### src/rtl/sram_rw_arb.sv
// sram_rw_arb: shares the RW0 port of one single-port cache SRAM macro between
// a read-only core path (A) and a read/write refill/writeback path (B).
// Grants are combinational and read data returns one cycle after grant.
// B wins contention unless A has already lost STARVE_MAX times in a row.
// Optional feature: define SRAM_ARB_INIT_SWEEP_EN to zero-fill the whole array
// after every reset before any request is granted.
module sram_rw_arb #(
  parameter int unsigned ADDR_W     = 10,
  parameter int unsigned DATA_W     = 128,
  parameter int unsigned MASK_W     = 16,
  parameter int unsigned STARVE_MAX = 4
) (
  input  logic              clock,
  input  logic              reset_n,

  input  logic              a_req_valid,
  output logic              a_req_ready,
  input  logic [ADDR_W-1:0] a_req_addr,
  output logic              a_resp_valid,
  output logic [DATA_W-1:0] a_resp_data,

  input  logic              b_req_valid,
  output logic              b_req_ready,
  input  logic              b_req_write,
  input  logic [ADDR_W-1:0] b_req_addr,
  input  logic [MASK_W-1:0] b_req_mask,
  input  logic [DATA_W-1:0] b_req_wdata,
  output logic              b_resp_valid,
  output logic [DATA_W-1:0] b_resp_data,

  output logic [ADDR_W-1:0] RW0_addr,
  output logic              RW0_en,
  output logic              RW0_wmode,
  output logic [MASK_W-1:0] RW0_wmask,
  output logic [DATA_W-1:0] RW0_wdata,
  input  logic [DATA_W-1:0] RW0_rdata,

  output logic              init_done
);

  // A zero-width counter is not legal, so strict-priority mode keeps one bit.
  localparam int unsigned CntW = (STARVE_MAX > 0) ? $clog2(STARVE_MAX + 1) : 1;
  localparam logic [CntW-1:0] StarveMax = CntW'(STARVE_MAX);

  logic              in_init;
  logic [ADDR_W-1:0] sweep_addr;

`ifdef SRAM_ARB_INIT_SWEEP_EN
  typedef enum logic [0:0] {StInit, StRun} state_e;

  state_e            state_q, state_d;
  logic [ADDR_W-1:0] sweep_q, sweep_d;

  // Sweep state and address register; reset always restarts the sweep at 0.
  always_ff @(posedge clock or negedge reset_n) begin
    if (!reset_n) begin
      state_q <= StInit;
      sweep_q <= '0;
    end else begin
      state_q <= state_d;
      sweep_q <= sweep_d;
    end
  end

  // Walk every address once, then hand the port to the requesters for good.
  always_comb begin
    state_d = state_q;
    sweep_d = sweep_q;
    unique case (state_q)
      StInit: begin
        sweep_d = sweep_q + 1'b1;
        if (sweep_q == {ADDR_W{1'b1}}) begin
          state_d = StRun;
        end
      end
      StRun: begin
        state_d = StRun;
      end
      default: begin
        state_d = StInit;
      end
    endcase
  end

  assign in_init    = (state_q == StInit);
  assign sweep_addr = sweep_q;
  assign init_done  = (state_q == StRun);
`else
  assign in_init    = 1'b0;
  assign sweep_addr = '0;
  assign init_done  = 1'b1;
`endif

  logic            a_grant, b_grant;
  logic [CntW-1:0] starve_q, starve_d;
  logic            a_resp_valid_q, b_resp_valid_q;

  // Same-cycle arbitration; nothing is granted while in reset or sweeping.
  always_comb begin
    a_grant = 1'b0;
    b_grant = 1'b0;
    if (reset_n && !in_init) begin
      if (a_req_valid && b_req_valid) begin
        if (starve_q == StarveMax) begin
          a_grant = 1'b1;
        end else begin
          b_grant = 1'b1;
        end
      end else begin
        a_grant = a_req_valid;
        b_grant = b_req_valid;
      end
    end
  end

  assign a_req_ready = a_grant;
  assign b_req_ready = b_grant;

  // Steer the macro port from the sweep, the winner, or idle it.
  always_comb begin
    RW0_en    = 1'b0;
    RW0_wmode = 1'b0;
    RW0_addr  = '0;
    RW0_wmask = '0;
    RW0_wdata = '0;
    if (in_init) begin
      if (reset_n) begin
        RW0_en    = 1'b1;
        RW0_wmode = 1'b1;
        RW0_addr  = sweep_addr;
        RW0_wmask = '1;
      end
    end else if (a_grant) begin
      RW0_en   = 1'b1;
      RW0_addr = a_req_addr;
    end else if (b_grant) begin
      RW0_en    = 1'b1;
      RW0_wmode = b_req_write;
      RW0_addr  = b_req_addr;
      RW0_wmask = b_req_mask;
      RW0_wdata = b_req_wdata;
    end
  end

  // Count consecutive B wins against a waiting A, saturating at the limit.
  always_comb begin
    starve_d = starve_q;
    if (!a_req_valid || a_grant) begin
      starve_d = '0;
    end else if (b_grant && (starve_q != StarveMax)) begin
      starve_d = starve_q + 1'b1;
    end
  end

  // Starvation counter register.
  always_ff @(posedge clock or negedge reset_n) begin
    if (!reset_n) begin
      starve_q <= '0;
    end else begin
      starve_q <= starve_d;
    end
  end

  // Response valids trail a read grant by one cycle; writes never respond.
  always_ff @(posedge clock or negedge reset_n) begin
    if (!reset_n) begin
      a_resp_valid_q <= 1'b0;
      b_resp_valid_q <= 1'b0;
    end else begin
      a_resp_valid_q <= a_grant;
      b_resp_valid_q <= b_grant && !b_req_write;
    end
  end

  assign a_resp_valid = a_resp_valid_q;
  assign b_resp_valid = b_resp_valid_q;
  // The macro holds its read data, so both ports simply observe it.
  assign a_resp_data  = RW0_rdata;
  assign b_resp_data  = RW0_rdata;

endmodule

### config.mk
export PLATFORM = sky130hd
export DESIGN_NAME = sram_rw_arb
export DESIGN_NICKNAME = d
export VERILOG_FILES = /design/src/rtl/sram_rw_arb.sv
export SDC_FILE = /design/constraint.sdc
export NUM_CORES = 1
export LEC_CHECK = 0
export ABC_AREA = 1
export CAP_MARGIN = 10
export CORE_AREA = 5 5 278 280
export CTS_CLUSTER_SIZE = 16
export DETAILED_ROUTE_END_ITERATION = 8
export DIE_AREA = 0 0 283 285
export PLACE_DENSITY_LB_ADDON = 0.2
export SYNTH_ARGS = -nofsm -noshare
export SYNTH_HDL_FRONTEND = slang
export SYNTH_SLANG_ARGS = --single-unit
### constraint.sdc
create_clock -name clock -period 2.5 [get_ports clock]
set_clock_uncertainty 0.1 [all_clocks]
set_input_delay 0.25 -clock clock [delete_from_list [all_inputs] [get_ports clock]]
set_output_delay 0.25 -clock clock [all_outputs]
set_load 0.005 [all_outputs]
==> impl_results.md, run 1 <==
* Vias per cell at 2.12
* Max-cap violations at 0
* Total power at 1040 uW
* Max VDD drop at 320 uV
* Setup Crit Path Kind: flip-flop to output port
* Root Buffer Master: clkbuf_16
* Synthesized flop and latch total at 5
* Die ar. at 80700 um2
* Worst setup path startpoint: starve_q[0]$_DFFE_PN0P_
* Static Leak at 0.00277 uW
* Tcrit/Tclk final at 96.5%
* Clk_lat worst skew at 0.22 ns
* Largest net degree at the start of global routing at 47
* Min Tclk post-route at 2.41 ns
* Worst Path Buf+Inv at 4
* Area leader, netlist: buf_4
* Initial Util at 4.77%
* Worst Setup Start Kind: flip-flop
* Final ANT Viol Nets at 0
* Gpl congestion at 0.726
* CTS tree: done
* Post-synth top flop: dfrtp_1
* Commonest cells in the netlist: buf_4, inv_1, nor2_1
* Reg2reg end: starve_q[1]$_DFFE_PN0P_
* DP HPWL at 15000 um
* CP Max Fanout at 29
* CTS clk-pin slew, worst paths at 0.03 ns
* Cell variety after synth at 11
* Final setup violation count at 0
* Routed WL at 17100 um
* Post-Syn Area at 3540 um2
* Drt wl/cell at 10.2 um
* PD cells at 165 nW/um2
* Number of enable flip-flop cells after synthesis at 0
* Max stage delay on crit path at 0.51 ns
* Net count, final at 1007
* Top-count cell post-synth: buf_4
* Crit path to: RW0_wdata[75]
* Synth warn at 0
* # IOs at 714
* Synth top area cells: buf_4, inv_1, nor2_1, dfrtp_1, nand2_1
* Die height at 285 um
* Delay-heaviest family, CP: buffers and inverters
* HP Class: input pin to async pin
* Clock sink count at 5
* Synth-to-Final Area Change at 77.2%
* Global-route wire length before repair at 23500 um
* Avg Inst Size Synth at 5.58 um2
* Cts hold-fix bufs at 0
* Drt first-iter violations at 63
* Outcome: completed
* Worst R2R Setup Slack at 1.02 ns
* Critical Path RT at 2.15 ns
* Clock H-tree levels at 1
* CTS Buf Count at 3
* Mapped Cells at 634
* Vias in the first global route at 3748
* Post-CTS setup buffers at 0
* Share of layout cells above drive strength 1 at 3.54%
* RSZ-0062 raised after global routing: true
* Post-route DRC at 0
* Register area share after synthesis at 3.54%
* Port bufs at 328
* CP arrival at 2.06 ns
* Achievable frequency at 0.415 GHz
* Final Max Slew Viols at 0
* Core Region at 74200 um2
* Slowest CP cell: clkdlybuf4s50_1
* Total congestion overflow at 0
* Chip Width at 283 um
* Rows at 100
* Initial antenna violation count at 1
* DR vias at 3550
* Yosys top cell area share at 56.2%
* Total GRT Usage at 3.76%
* Clock buffer depth at 2
* FF-to-FF Start: starve_q[0]$_DFFE_PN0P_
* Final core utilization at 8.45%
* Synthesized Nets at 933
* Worst path depth at 8
* Share of synthesized flip-flops with an asynchronous set or reset at 100%
* Final hold violations at 0
* CP Capture Type: output port
* Worst-path cell chain: inv_1, ha_1, nand3_2, nand2_4, buf_12, buf_4, nor2_1, clkdlybuf4s50_1
* Worst r2r path cells at 8
* Router iterations before antenna repair at 4
timing repair:
| action | CTS | global route |
|---|---|---|
| endpoints found under the setup margin | 11 | 102 |
| gates resized for setup | 3 | 19 |
| cloned | 0 | 0 |
area by class of cell:
class	count	area, um2
well taps	969	1210
flip-flops and latches	5	125
diodes	1	2.50
fillers	8725	67900
inverters	163	613
repair buffers	344	3450
multi-input cells	191	781
clock buffers	4	78.8
worst min path at each step:
stage | startpoint | to | slack [ns] | cells after the start
after global routing | reset_n | a_resp_valid$_DFF_PN0_ | 0.25 | 2
after detailed placement | RW0_rdata[94] | a_resp_data[94] | 0.40 | 0
after global placement | RW0_rdata[94] | a_resp_data[94] | 0.40 | 0
after CTS | reset_n | a_resp_valid$_DFF_PN0_ | 0.24 | 2
final | reset_n | a_resp_valid$_DFF_PN0_ | 0.23 | 2
after floorplan | reset_n | a_resp_valid$_DFF_PN0_ | -0.15 | 0
cells in the final DEF, fill, tap and decap left out, types with 2 or more instances in the layout:
| cell type | synthesis | final |
|---|---|---|
| buf_12 | 0 | 2 |
| buf_4 | 265 | 12 |
| clkbuf_16 | 0 | 3 |
| clkdlybuf4s50_1 | 0 | 323 |
| dfrtp_1 | 5 | 5 |
| dlymetal6s2s_1 | 0 | 5 |
| ha_1 | 2 | 2 |
| inv_1 | 161 | 161 |
| nand2_1 | 16 | 15 |
| nand3_1 | 11 | 10 |
| nor2_1 | 151 | 148 |
| nor2_2 | 0 | 3 |
| o21ai_0 | 10 | 2 |
| o21ai_1 | 0 | 8 |
report_power, final:
group	switching (uW)	leakage (uW)	internal, uW
clock network	47.2	0.0000382	211
registers	1.39	0.0000681	84.0
logic	232	0.00266	461
total	281	0.00277	756
logic make-up after synthesis:
group                      Yosys count  share of synthesized area (%)
buffers and inverters              438                           75.0
adders and majority gates            2                          0.707
DFF                                  5                           3.54
and+or+nand+nor                    178                           19.3
other                                1                          0.106
AOI/OAI and AO/OA                   10                           1.41
registers in the layout, indices dropped and copies added, names as in the netlist:
| name | flops |
|---|---|
| starve_q | 3 |
| a_resp_valid | 1 |
| b_resp_valid | 1 |
worst register-to-register path, cell delays in order, from the launching register on:
cell and delay (ns):
dfrtp_1 0.36, inv_1 0.06, ha_1 0.22, nand2_1 0.09
nand2_1 0.05, buf_4 0.19, nor2_1 0.20, nand2_1 0.08
nand2_1 0.07
routing by layer:
layer	up-vias	track usage (%)	routed length (um)
met5	-	0.357	0
met2	474	6.22	7520
li1	1633	-	-
met1	1385	3.32	5410
met3	58	3.39	3480
met4	0	1.18	646
through the flow:
step	std cells	cell area [um2]	worst slack [ns]	hold WS [ns]	setup TNS (ns)
detailed placement	1672	6150	-0.0446	0.400	-0.285
global placement	1672	6150	-0.0758	0.400	-0.568
global route	1677	6270	-0.0568	0.245	-0.929
floorplan	634	3540	0.986	-0.146	0
finish	1677	6270	0.0883	0.234	0
CTS	1676	6230	-0.00502	0.240	-0.00502
No activity file was read; power rests on OpenSTA's default activity.
==> run 2, diff against run 1 <==
PLACE_DENSITY_LB_ADDON = unset   (was 0.2)
==> run 2 against run 1 <==
Against the previous run: clock power up 2%; via count up 5.4%; sequential share of layout area down 0.053 points; register-to-register slack better by 0.04 ns; setup slack better by 0.013 ns; non-clock buffer count up 3; clock-buffer cell count unchanged; power up 5.0%; first-iteration DRC count down 19%; critical endpoint is now RW0_wdata[123]; largest power group unchanged.
==> impl_results.md, run 2 (synthesis gave the netlist of run 1 again) <==
* Max-cap violations at 0
* Tcrit/Tclk final at 95.9%
* Final setup violation count at 0
* Clock H-tree levels at 1
* Share of layout cells above drive strength 1 at 4.37%
* Critical Path RT at 2.15 ns
* Setup Crit Path Kind: flip-flop to output port
* Top reg by flops: starve_q
* Die height at 285 um
* Met3 WL at 10000 um
* Initial antenna violation count at 11
* CP arrival at 2.05 ns
* Root Buffer Master: clkbuf_16
* Outcome: completed
* Max stage delay on crit path at 0.51 ns
* Total congestion overflow at 0
* Most common cell after layout, fill and taps aside: clkdlybuf4s50_1
* Clock buffer depth at 2
* CTS tree: done
* Net count, final at 1010
* Port bufs at 328
* Final ANT Viol Nets at 0
* CTS clk-pin slew, worst paths at 0.03 ns
* Die ar. at 80700 um2
* Synth-to-Final Area Change at 82.0%
* Max VDD drop at 143 uV
* PD cells at 169 nW/um2
* Worst Setup Start Kind: flip-flop
* Top layer in use: met5
* Static Leak at 0.00301 uW
* Achievable frequency at 0.417 GHz
* Clock sink count at 5
* Chip Width at 283 um
* DR vias at 3743
* Vias in the first global route at 3937
* Global-route wire length before repair at 38500 um
* Drt first-iter violations at 51
* Crit path top cell by count: buf_12
* CP Max Fanout at 24
* Worst-path cell chain: inv_1, ha_2, nand3_2, nand2_8, buf_12, buf_12, nor2_1, clkdlybuf4s50_1
* # IOs at 714
* Met2 wire len at 15500 um
* Rows at 100
* Final hold violations at 0
* CTS Buf Count at 3
* Clk_lat worst skew at 0.23 ns
* Total power at 1090 uW
* Vias per cell at 2.23
* CP Capture Type: output port
* Initial Util at 4.77%
* Final core utilization at 8.68%
* Post-route DRC at 0
* Largest net degree at the start of global routing at 46
* Core Region at 74200 um2
* Metal-1 WL at 5770 um
* Final Max Slew Viols at 0
* DP HPWL at 30000 um
* Router iterations before antenna repair at 4
* Total GRT Usage at 7.21%
* Most frequent cells in the layout: clkdlybuf4s50_1, inv_1, nor2_1, dlymetal6s2s_1, nand2_1
* Post-route insts no fill at 1679
* HP Class: input pin to output port
* Gpl congestion at 0.856
* Routed WL at 32000 um
* Drt wl/cell at 19.1 um
* Slowest CP cell: clkdlybuf4s50_1
* Max reg flops at 3
* N_diodes at 0
* RSZ-0062 raised after global routing: true
* Min Tclk post-route at 2.40 ns
* Placed Instances at 1671
## run 2: cell count changes in the layout (fill, tap and decap cells not counted), sizes merged
cell / previous run / this run
dlymetal6s2s: 5 / 16
buf: 15 / 21
clkbuf: 5 / 6
clkdlybuf4s50: 323 / 307
diode: 1 / 0
dlygate4sd3: 0 / 1
## run 2: area by class of cell
class	count	area, um2
clock buffer	4	78.8
fill	8678	67800
inverter	163	612
multi-input combinational	191	795
sequential	5	125
tap	969	1210
timing repair buffer	347	3620
## run 2: routing by layer
metal | vias to the layer above | global-route usage [%]
met2 | 620 | 13.3
li1 | 1637 | -
met5 | - | 0
met1 | 1439 | 3.28
met3 | 43 | 10.6
met4 | 4 | 1.24
## run 2: metrics by stage
step	cell area, um2	worst slack, ns	TNS, ns	hold slack [ns]
after floorplan	3540	0.986	0	-0.146
after CTS	6300	0.0228	0	0.350
after global routing	6440	-0.00831	-0.00831	0.400
final	6440	0.102	0	0.400
after detailed placement	6210	-0.0618	-0.103	0.400
after global placement	6210	-0.0881	-0.233	0.396
## run 2: worst paths after layout
path / slack (ns) / cells after the start / end / from
worst min-delay path: 0.40 / 0 / a_resp_data[18] / RW0_rdata[18]
worst min register to register: 0.41 / 2 / starve_q[0]$_DFFE_PN0P_ / starve_q[0]$_DFFE_PN0P_
min in group asynchronous: 0.48 / 3 / starve_q[0]$_DFFE_PN0P_ / reset_n
worst max-delay path: 0.10 / 8 / RW0_wdata[123] / starve_q[0]$_DFFE_PN0P_
worst max register to register: 1.06 / 7 / a_resp_valid$_DFF_PN0_ / starve_q[0]$_DFFE_PN0P_
max in group asynchronous: 1.71 / 3 / a_resp_valid$_DFF_PN0_ / reset_n
## run 2: worst max-delay path, delay by kind of cell, from the launching register on
family                   cells  cell delay (ns)
buffers and inverters        4             0.90
flip-flops                   1             0.37
AND/OR/NAND/NOR              3             0.33
adder cells (fa/ha/maj)      1             0.20
## run 2: where the power goes
group          leakage (uW)  internal [uW]  switching [uW]  total, uW
Sequential        0.0000681           84.0            1.99       86.0
Combinational       0.00290            479             259        738
Clock             0.0000382            211            53.0        264
Total               0.00301            774             314       1090
## run 2: what timing repair did
| action | CTS | global route |
|---|---|---|
| cloned | 0 | 2 |
| resized for setup | 4 | 20 |
| hold buffers | 0 | 1 |
| buffers inserted | 0 | 1 |
| endpoints found under the hold margin | 0 | 5 |
| endpoints found under the setup margin | 4 | 101 |
==> run 3, diff against run 2 <==
TNS_END_PERCENT = 30   (was unset)
==> results of run 3 <==
The final DEF is identical to that of run 2; final timing and power are the same.
